<file path="config.mk">
export PLATFORM = sky130hd
export DESIGN_NAME = sim_sequencer
export DESIGN_NICKNAME = d
export VERILOG_FILES = /design/src/rtl/sim_sequencer_pkg.sv /design/src/rtl/sim_sequencer_tick_divider.sv /design/src/rtl/sim_sequencer.sv
export SDC_FILE = /design/constraint.sdc
export NUM_CORES = 1
export LEC_CHECK = 0
export CORE_ASPECT_RATIO = 0.9
export CORE_UTILIZATION = 30
export DETAILED_ROUTE_END_ITERATION = 7
export PLACE_DENSITY_LB_ADDON = 0.2
export SLEW_MARGIN = 20
export SYNTH_ARGS = -nofsm -noshare
export SYNTH_HDL_FRONTEND = slang
export SYNTH_SLANG_ARGS = --single-unit
export TNS_END_PERCENT = 10
</file>
<file path="constraint.sdc">
create_clock -name clk -period 8 [get_ports clk]
set_clock_uncertainty 0.2 [all_clocks]
set_input_delay 0.8 -clock clk [delete_from_list [all_inputs] [get_ports clk]]
set_output_delay 0.8 -clock clk [all_outputs]
set_load 0.02 [all_outputs]
</file>
<file path="src/rtl/sim_sequencer_pkg.sv">
// Shared flight definitions: word widths, the sequencer state encoding and a
// small helper for sizing counters from their terminal count.
package sim_sequencer_pkg;

  // Q16.16 velocity word and pilot pitch/roll width; throttle is one bit wider.
  localparam int FLIGHT_DATA_WIDTH  = 32;
  localparam int FLIGHT_INPUT_WIDTH = 8;
  localparam int FRAME_COUNT_WIDTH  = 16;

  typedef enum logic [0:0] {
    SEQ_IDLE   = 1'b0,
    SEQ_UPDATE = 1'b1
  } seq_state_e;

  // Bits needed to hold 0..n-1, never less than one bit.
  function automatic int cnt_width(input int n);
    return (n > 1) ? $clog2(n) : 1;
  endfunction

endpackage

</file>
<file path="src/rtl/sim_sequencer_tick_divider.sv">
// Simulation tick divider: counts clk cycles while enabled and pulses tick for
// one cycle every TICK_DIV cycles. Disabling parks the count at zero so the
// first tick after enabling always comes a full period later.
module sim_sequencer_tick_divider
  import sim_sequencer_pkg::*;
#(
  parameter int TICK_DIV = 833333
) (
  input  logic clk,
  input  logic reset,
  input  logic enable,
  output logic tick
);

  localparam int            CW   = cnt_width(TICK_DIV);
  localparam logic [CW-1:0] LAST = CW'(TICK_DIV - 1);

  logic [CW-1:0] count;

  assign tick = enable && (count == LAST);

  // Free-running period counter, wrapping on the tick cycle.
  always_ff @(posedge clk or posedge reset) begin
    if (reset) begin
      count <= '0;
    end else if (!enable || tick) begin
      count <= '0;
    end else begin
      count <= count + 1'b1;
    end
  end

endmodule

</file>
<file path="src/rtl/sim_sequencer.sv">
// Simulation sequencer: paces plane_state updates from the tick divider (run=1)
// or a manual step (run=0), services the pilot-input and velocity handshakes
// while an update is in flight, and keeps sticky flags for dropped ticks and
// stalled updates.
//
//   state       | meaning
//   ------------+----------------------------------------------------------
//   SEQ_IDLE    | waiting for a tick, or a step while run=0
//   SEQ_UPDATE  | update in flight; handshakes serviced, timeout armed
module sim_sequencer
  import sim_sequencer_pkg::*;
#(
  parameter int DATA_WIDTH  = FLIGHT_DATA_WIDTH,
  parameter int INPUT_WIDTH = FLIGHT_INPUT_WIDTH,
  parameter int TICK_DIV    = 833333,
  parameter int TIMEOUT     = 1024,
  parameter int FRAME_WIDTH = FRAME_COUNT_WIDTH
) (
  input  logic                          clk,
  input  logic                          reset,
  input  logic                          run,
  input  logic                          step,
  input  logic                          clear_err,
  input  logic signed [INPUT_WIDTH-1:0] pitch_in,
  input  logic signed [INPUT_WIDTH-1:0] roll_in,
  input  logic [INPUT_WIDTH:0]          throttle_in,
  output logic                          update_enable,
  input  logic                          update_done,
  input  logic                          request_input,
  output logic                          input_ready,
  output logic signed [INPUT_WIDTH-1:0] pitch_change,
  output logic signed [INPUT_WIDTH-1:0] roll_change,
  output logic [INPUT_WIDTH:0]          throttle,
  input  logic                          request_velocities,
  output logic                          velocities_ready,
  output logic                          vel_req,
  input  logic                          vel_ack,
  input  logic signed [DATA_WIDTH-1:0]  vel_x_in,
  input  logic signed [DATA_WIDTH-1:0]  vel_y_in,
  input  logic signed [DATA_WIDTH-1:0]  vel_z_in,
  output logic signed [DATA_WIDTH-1:0]  v_x,
  output logic signed [DATA_WIDTH-1:0]  v_y,
  output logic signed [DATA_WIDTH-1:0]  v_z,
  output logic [FRAME_WIDTH-1:0]        frame_count,
  output logic                          busy,
  output logic                          overrun,
  output logic                          timeout_err
);

  // The timeout timer is a down-counter loaded on entry; zero means this is
  // the last cycle the update is allowed to run.
  localparam int            TW      = cnt_width(TIMEOUT);
  localparam logic [TW-1:0] TO_LOAD = TW'(TIMEOUT - 1);

  seq_state_e    state;
  seq_state_e    state_nxt;
  logic          tick;
  logic          enter_update;
  logic          done_hit;
  logic          timeout_hit;
  logic          tick_drop;
  logic          hs_active;
  logic [TW-1:0] to_count;

  sim_sequencer_tick_divider #(
    .TICK_DIV (TICK_DIV)
  ) u_tick_divider (
    .clk    (clk),
    .reset  (reset),
    .enable (run),
    .tick   (tick)
  );

  // State register.
  always_ff @(posedge clk or posedge reset) begin
    if (reset) begin
      state <= SEQ_IDLE;
    end else begin
      state <= state_nxt;
    end
  end

  // Next-state and Moore outputs; done takes priority over an expiring timer.
  always_comb begin
    state_nxt     = state;
    update_enable = 1'b0;
    busy          = 1'b0;
    enter_update  = 1'b0;
    done_hit      = 1'b0;
    timeout_hit   = 1'b0;
    case (state)
      SEQ_IDLE: begin
        if (tick || (step && !run)) begin
          enter_update = 1'b1;
          state_nxt    = SEQ_UPDATE;
        end
      end
      SEQ_UPDATE: begin
        update_enable = 1'b1;
        busy          = 1'b1;
        done_hit      = update_done;
        timeout_hit   = !update_done && (to_count == '0);
        if (done_hit || timeout_hit) begin
          state_nxt = SEQ_IDLE;
        end
      end
      default: begin
        state_nxt = SEQ_IDLE;
      end
    endcase
  end

  // Handshakes only run while the update continues past this cycle, so any
  // exit (done or timeout) drops every ready/req output on the same edge.
  assign hs_active = (state == SEQ_UPDATE) && (state_nxt == SEQ_UPDATE);

  // A tick landing outside IDLE is lost rather than queued.
  assign tick_drop = tick && (state != SEQ_IDLE);

  // Update timeout down-counter.
  always_ff @(posedge clk or posedge reset) begin
    if (reset) begin
      to_count <= '0;
    end else if (enter_update) begin
      to_count <= TO_LOAD;
    end else if ((state == SEQ_UPDATE) && (to_count != '0)) begin
      to_count <= to_count - 1'b1;
    end
  end

  // Completed-update counter, wrapping naturally at its width.
  always_ff @(posedge clk or posedge reset) begin
    if (reset) begin
      frame_count <= '0;
    end else if (done_hit) begin
      frame_count <= frame_count + 1'b1;
    end
  end

  // Sticky error flags; a set event beats a simultaneous clear.
  always_ff @(posedge clk or posedge reset) begin
    if (reset) begin
      overrun     <= 1'b0;
      timeout_err <= 1'b0;
    end else begin
      if (tick_drop) begin
        overrun <= 1'b1;
      end else if (clear_err) begin
        overrun <= 1'b0;
      end
      if (timeout_hit) begin
        timeout_err <= 1'b1;
      end else if (clear_err) begin
        timeout_err <= 1'b0;
      end
    end
  end

  // Pilot input snapshot: capture once at the start of a request so the
  // values stay stable for as long as plane_state holds request_input.
  always_ff @(posedge clk or posedge reset) begin
    if (reset) begin
      input_ready  <= 1'b0;
      pitch_change <= '0;
      roll_change  <= '0;
      throttle     <= '0;
    end else if (!hs_active) begin
      input_ready <= 1'b0;
    end else if (request_input) begin
      if (!input_ready) begin
        pitch_change <= pitch_in;
        roll_change  <= roll_in;
        throttle     <= throttle_in;
      end
      input_ready <= 1'b1;
    end else begin
      input_ready <= 1'b0;
    end
  end

  // Velocity relay: forward the request to the engine, capture on ack, then
  // report ready until plane_state withdraws its request.
  always_ff @(posedge clk or posedge reset) begin
    if (reset) begin
      vel_req          <= 1'b0;
      velocities_ready <= 1'b0;
      v_x              <= '0;
      v_y              <= '0;
      v_z              <= '0;
    end else if (!hs_active) begin
      vel_req          <= 1'b0;
      velocities_ready <= 1'b0;
    end else if (vel_req) begin
      if (vel_ack) begin
        v_x              <= vel_x_in;
        v_y              <= vel_y_in;
        v_z              <= vel_z_in;
        vel_req          <= 1'b0;
        velocities_ready <= 1'b1;
      end
    end else if (velocities_ready) begin
      if (!request_velocities) begin
        velocities_ready <= 1'b0;
      end
    end else if (request_velocities) begin
      vel_req <= 1'b1;
    end
  end

endmodule

</file>
---- Yosys cells after proc, flatten, opt, wreduce, memory -nomap -nowiden ----
Index checks and enable logic that the tools add are counted.
storage, ports and cells
  register bits ........................... 173
  input bits .............................. 130
  output and inout bits ................... 144
  logic and storage cells ................. 64
operators by class
  add/sub/neg operators ................... 3
  equal/unequal tests ..................... 2
  multiplexer cells ....................... 24
  bitwise gates (word level) .............. 2
  reduce and logical (&&, ||, !) cells .... 18
operator list
  cell                                                 count
  adder 20 x 1 -> 20 bit (second input constant)       1
  equality test 20 bit (second input constant)         1
  2-to-1 mux 1 bit                                     20
  2-to-1 mux 10 bit                                    2
  2-to-1 mux 20 bit                                    1
  adder 16 x 1 -> 16 bit (second input constant)       1
  zero test 10 bit                                     1
  nonzero test 10 bit                                  1
  subtractor 10 x 1 -> 10 bit (second input constant)  1
  logical AND 1 bit                                    6
  AND reduction 3 bit                                  2
  nonzero test 2 bit                                   3
  logical OR 1 bit                                     3
  inequality test 3 bit (second input constant)        1
  zero test 1 bit                                      2
  NOT 1 bit                                            2
  one-hot mux 1 bit (2 select lines)                   1

---- Depth between registers and ports, before layout ----
  word-level depth ........................ 7
  depth in mapped cells ................... 9
  depth with buffers taken out ............ 6

---- Cells and area by module ----
Synthesis repeated with hierarchy kept, for this count alone.
second synthesis, totals
  cells, all modules ...................... 520
  area, all modules ....................... 7085.5 µm²
modules (own cells, without submodules)
  module                      times used  cells each  area an instance (µm²)
  sim_sequencer               1           407         6038.3
  sim_sequencer_tick_divider  1           113         1047.3

---- Worst setup path after synthesis ----
No wires, ideal clock.
  path type ............................... register to register
  start point ............................. reg to_count[0]
  end point ............................... reg v_x[0]
  arrival time ............................ 2148 ps
  slack ................................... 5527 ps
  cell stages (with the launch flop) ...... 10
  path buffers ............................ 3
  period minus slack after synthesis ...... 2473 ps
  path through ............................ dfrtp_1 inv_1 ha_1 nor3b_1 and3_1 buf_2 nor3_2 buf_2 buf_2 mux2_2
on the way
  longest elaborated chain between the ends .. 7
RTL lines
  item                                  line                  source
  from (decl)                           sim_sequencer.sv:63   logic [TW-1:0] to_count;
  from (signal assigned)                sim_sequencer.sv:127  to_count <= to_count - 1'b1;
  zero test 10 bit                      sim_sequencer.sv:102  timeout_hit = !update_done && (to_count == '0);
  logical AND 1 bit                     sim_sequencer.sv:102
  logical OR 1 bit                      sim_sequencer.sv:103  if (done_hit || timeout_hit) begin
  2-to-1 mux 1 bit                      sim_sequencer.sv:103
  one-hot mux 1 bit (2 select lines)    sim_sequencer.sv:91   case (state)
  logical AND 1 bit                     sim_sequencer.sv:115  assign hs_active = (state == SEQ_UPDATE) && (state_nxt == SEQ_UPDATE);
  AND reduction 3 bit (no source line)  n/a
  to (signal assigned)                  sim_sequencer.sv:195  v_x <= vel_x_in;
  to (decl)                             sim_sequencer.sv:41   output logic signed [DATA_WIDTH-1:0] v_x,
Every way passes these cells.
A chain may end at the register's enable or synchronous reset.

---- Final worst setup path ----
  start point ............................. reg to_count[1]
  end point ............................... reg v_x[20]
The elaborated chain is that of the path after synthesis.

==> impl_metrics.tcl <==
set metrics [dict create \
    status "completed" \
    hpwl_mm 13.1 \
    ys_async_sr_fraction_pct 100 \
    worst_pin_slew_ns 1.00 \
    die-area_sq_um 24200 \
    diodes 0 \
    finish.net_count 921 \
    clk_pin_slew_ns 0.07 \
    drtPass1Iterations 4 \
    r2r-end "v_x[20]" \
    portBuffers 273 \
    p_leak_nw 4.57 \
    die_x_microns 164 \
    critPathMaxFanout 78 \
    cpPeakStageDelay_ns 0.85 \
    crit_type "reg2reg" \
    period_share_pct 45.8 \
    synth_top_area_share_pct 61.3 \
    cts-resized-gates 0 \
    hold_viol 0 \
    die_h_microns 148 \
    post-place-ws_ns 3.92 \
    drtIter0Drc 199 \
    initial_core_util_pct 31.0 \
    use_met2_pct 25.7 \
    areaGrowthSynthToFinish_pct 52.2 \
    cap_violations 0 \
    vias 5057 \
    peakVddDrop_mv 0.183 \
    slew_headroom_pct 33.3 \
    drive_gt1_share_pct 21.0 \
    place.gp.congestion 0.769 \
    cts.sinks 173 \
    ys_seq_area_share_pct 61.3 \
    synth_area_per_cell_sq_um 13.9 \
    power.total_w 0.00263 \
    synth_top_area_cell "dfrtp_1" \
    clkLatencyLatePin_ns 0.42 \
    crit_path_start_kind "flop" \
    critPathLaunch "to_count[1]" \
    ctsRootBufferMaster "clkbuf_16" \
    drc 0 \
    synth_cell_type_count 46 \
    cp.required_ns 8.10 \
    fin_setup_tns_ns 0 \
    yosys.cell_count.top_type "dfrtp_1" \
    r2r_start "to_count[1]" \
    synth_commonest_cells "173 x dfrtp_1, 122 x mux2_2, 32 x nor2_1" \
    crit_end "v_x[20]" \
    placed_cells 1064 \
    via_per_inst 4.61 \
    antenna_found_initial 0 \
    cts.path.max_buffers 2 \
    track_usage_pct 15.0 \
    setup_violations 0 \
    hold_class "reg2reg" \
    overflow 0 \
    busiest_layer "met2" \
    rsz0062_at_grt "no" \
    cts_setup_buffers 0 \
    critPathBufInv 2 \
    crit_cells 7 \
    rows 52 \
    wl_per_cell_microns 16.3 \
    tritoncts "built" \
    postCtsHoldBufs 0 \
    synth_area_leaders "dfrtp_1 61%, mux2_2 19%, xnor2_1 3.0%, nor2_1 1.7%, nand3_1 1.2%" \
    coreArea_sq_um 22800 \
    ioPinCount 274 \
    syn-num-nets 642 \
    cts_inserted_buffers 17 \
    synth_edf_count 0 \
    grtUsageMet3_pct 4.38 \
    wl_mm 17.9 \
    crit_slowest_cell "buf_4" \
    synth_area_sq_um 7060 \
    post-route-min-period_ns 3.66 \
    grt_pass1_vias 5239 \
    critPathCaptureType "flop" \
    yosys_warnings 0 \
    cp_data_arrival_time_ns 3.77 \
    maxSlewViolCount 0 \
    cp_cell_sequence "inv_1, ha_1, nor3b_1, and3_1, nor3_4, buf_4, mux2_2" \
    synth_ff_type "dfrtp_1" \
    r2r_cells 7 \
    use_met1_pct 17.6 \
    grt_max_degree 99 \
    whs_ns 0.294 \
    fmax_mhz 273 \
    r2r_slack_ns 4.34 \
    p_per_area_nw_per_um2 244 \
    finalWorstSetupSlack_ns 4.34 \
    synthesis.instances 508 \
    htreeDepth 4 \
    synth_seq_cells 173 \
    fin_cells 1097 \
    postRouteAntennaNets 0 \
    grt_pass1_wl_mm 28.2 \
    critical_path.top_delay_family "simple AND/OR/NAND/NOR gates" \
]
## sequential cells by signal, summed over array words and instances (netlist names), 8 cells and up
| signal | cells |
|---|---|
| v_x | 32 |
| v_y | 32 |
| v_z | 32 |
| u_tick_divider.count | 20 |
| frame_count | 16 |
| to_count | 10 |
| throttle | 9 |
| pitch_change | 8 |
| roll_change | 8 |
## where the power goes
| group | total [W] | internal [W] | switching (W) | leakage [nW] |
|---|---|---|---|---|
| logic | 0.000683 | 0.000376 | 0.000307 | 2.02 |
| registers | 0.00110 | 0.00101 | 0.0000910 | 2.26 |
| clock network | 0.000845 | 0.000473 | 0.000372 | 0.283 |
## layout make-up
| cell class | count | area, sq um |
|---|---|---|
| Clock buffer | 18 | 429 |
| Clock inverter | 14 | 180 |
| Fill cell | 2022 | 12000 |
| Inverter | 15 | 61.3 |
| Multi-Input combinational cell | 304 | 2610 |
| Sequential cell | 173 | 4330 |
| Tap cell | 297 | 372 |
| Timing Repair Buffer | 276 | 2780 |
## cells by family after synthesis
| group | synth area share [%] |
|---|---|
| AO/OA/AOI/OAI | 3.33 |
| XOR/XNOR | 3.97 |
| adder cells (fa/ha/maj) | 0.709 |
| buffers and inverters | 2.00 |
| flip-flops | 61.3 |
| multiplexers | 20.2 |
| AND/OR/NAND/NOR | 8.54 |
## stage by stage
| stage | utilization, % | cell area [sq um] |
|---|---|---|
| after global routing | 47.2 | 10800 |
| after floorplan | - | 7060 |
| after detailed placement | 44.4 | 10100 |
| final | 47.2 | 10800 |
| after global placement | 44.4 | 10100 |
| after CTS | 47.1 | 10700 |
## placed cells by master (no fill, tap or decap), types with 3 or more instances in the layout
cell type        count
a21oi_1              6
clkbuf_16           17
clkdlybuf4s50_1    273
clkinvlp_4           4
dfrtp_1            173
ha_1                 4
inv_1               14
inv_6                4
mux2_2             122
mux2i_1              5
nand2_1             21
nand3_1             17
nand4_1              7
nor2_1              32
nor3_1               7
nor4_1               8
o21a_1               3
or3_1                3
xnor2_1             24
xor2_1               8
## how the worst min path moves through the flow
| stage | startpoint | endpoint | depth (start not counted) |
|---|---|---|---|
| floorplan | u_tick_divider.count[0] | u_tick_divider.count[0] | 1 |
| global placement | frame_count[15] | frame_count[15] | 1 |
| detailed placement | timeout_err | timeout_err | 1 |
| CTS | overrun | overrun | 1 |
| global route | frame_count[15] | frame_count[15] | 1 |
| finish | overrun | overrun | 1 |
## metal layers
metal,share of wire (%),up-vias
met5,0,-
met1,40,2494
met4,2.2,0
met2,51,176
met3,7.2,24
li1,-,2363
No activity file was read; power rests on OpenSTA's default activity.
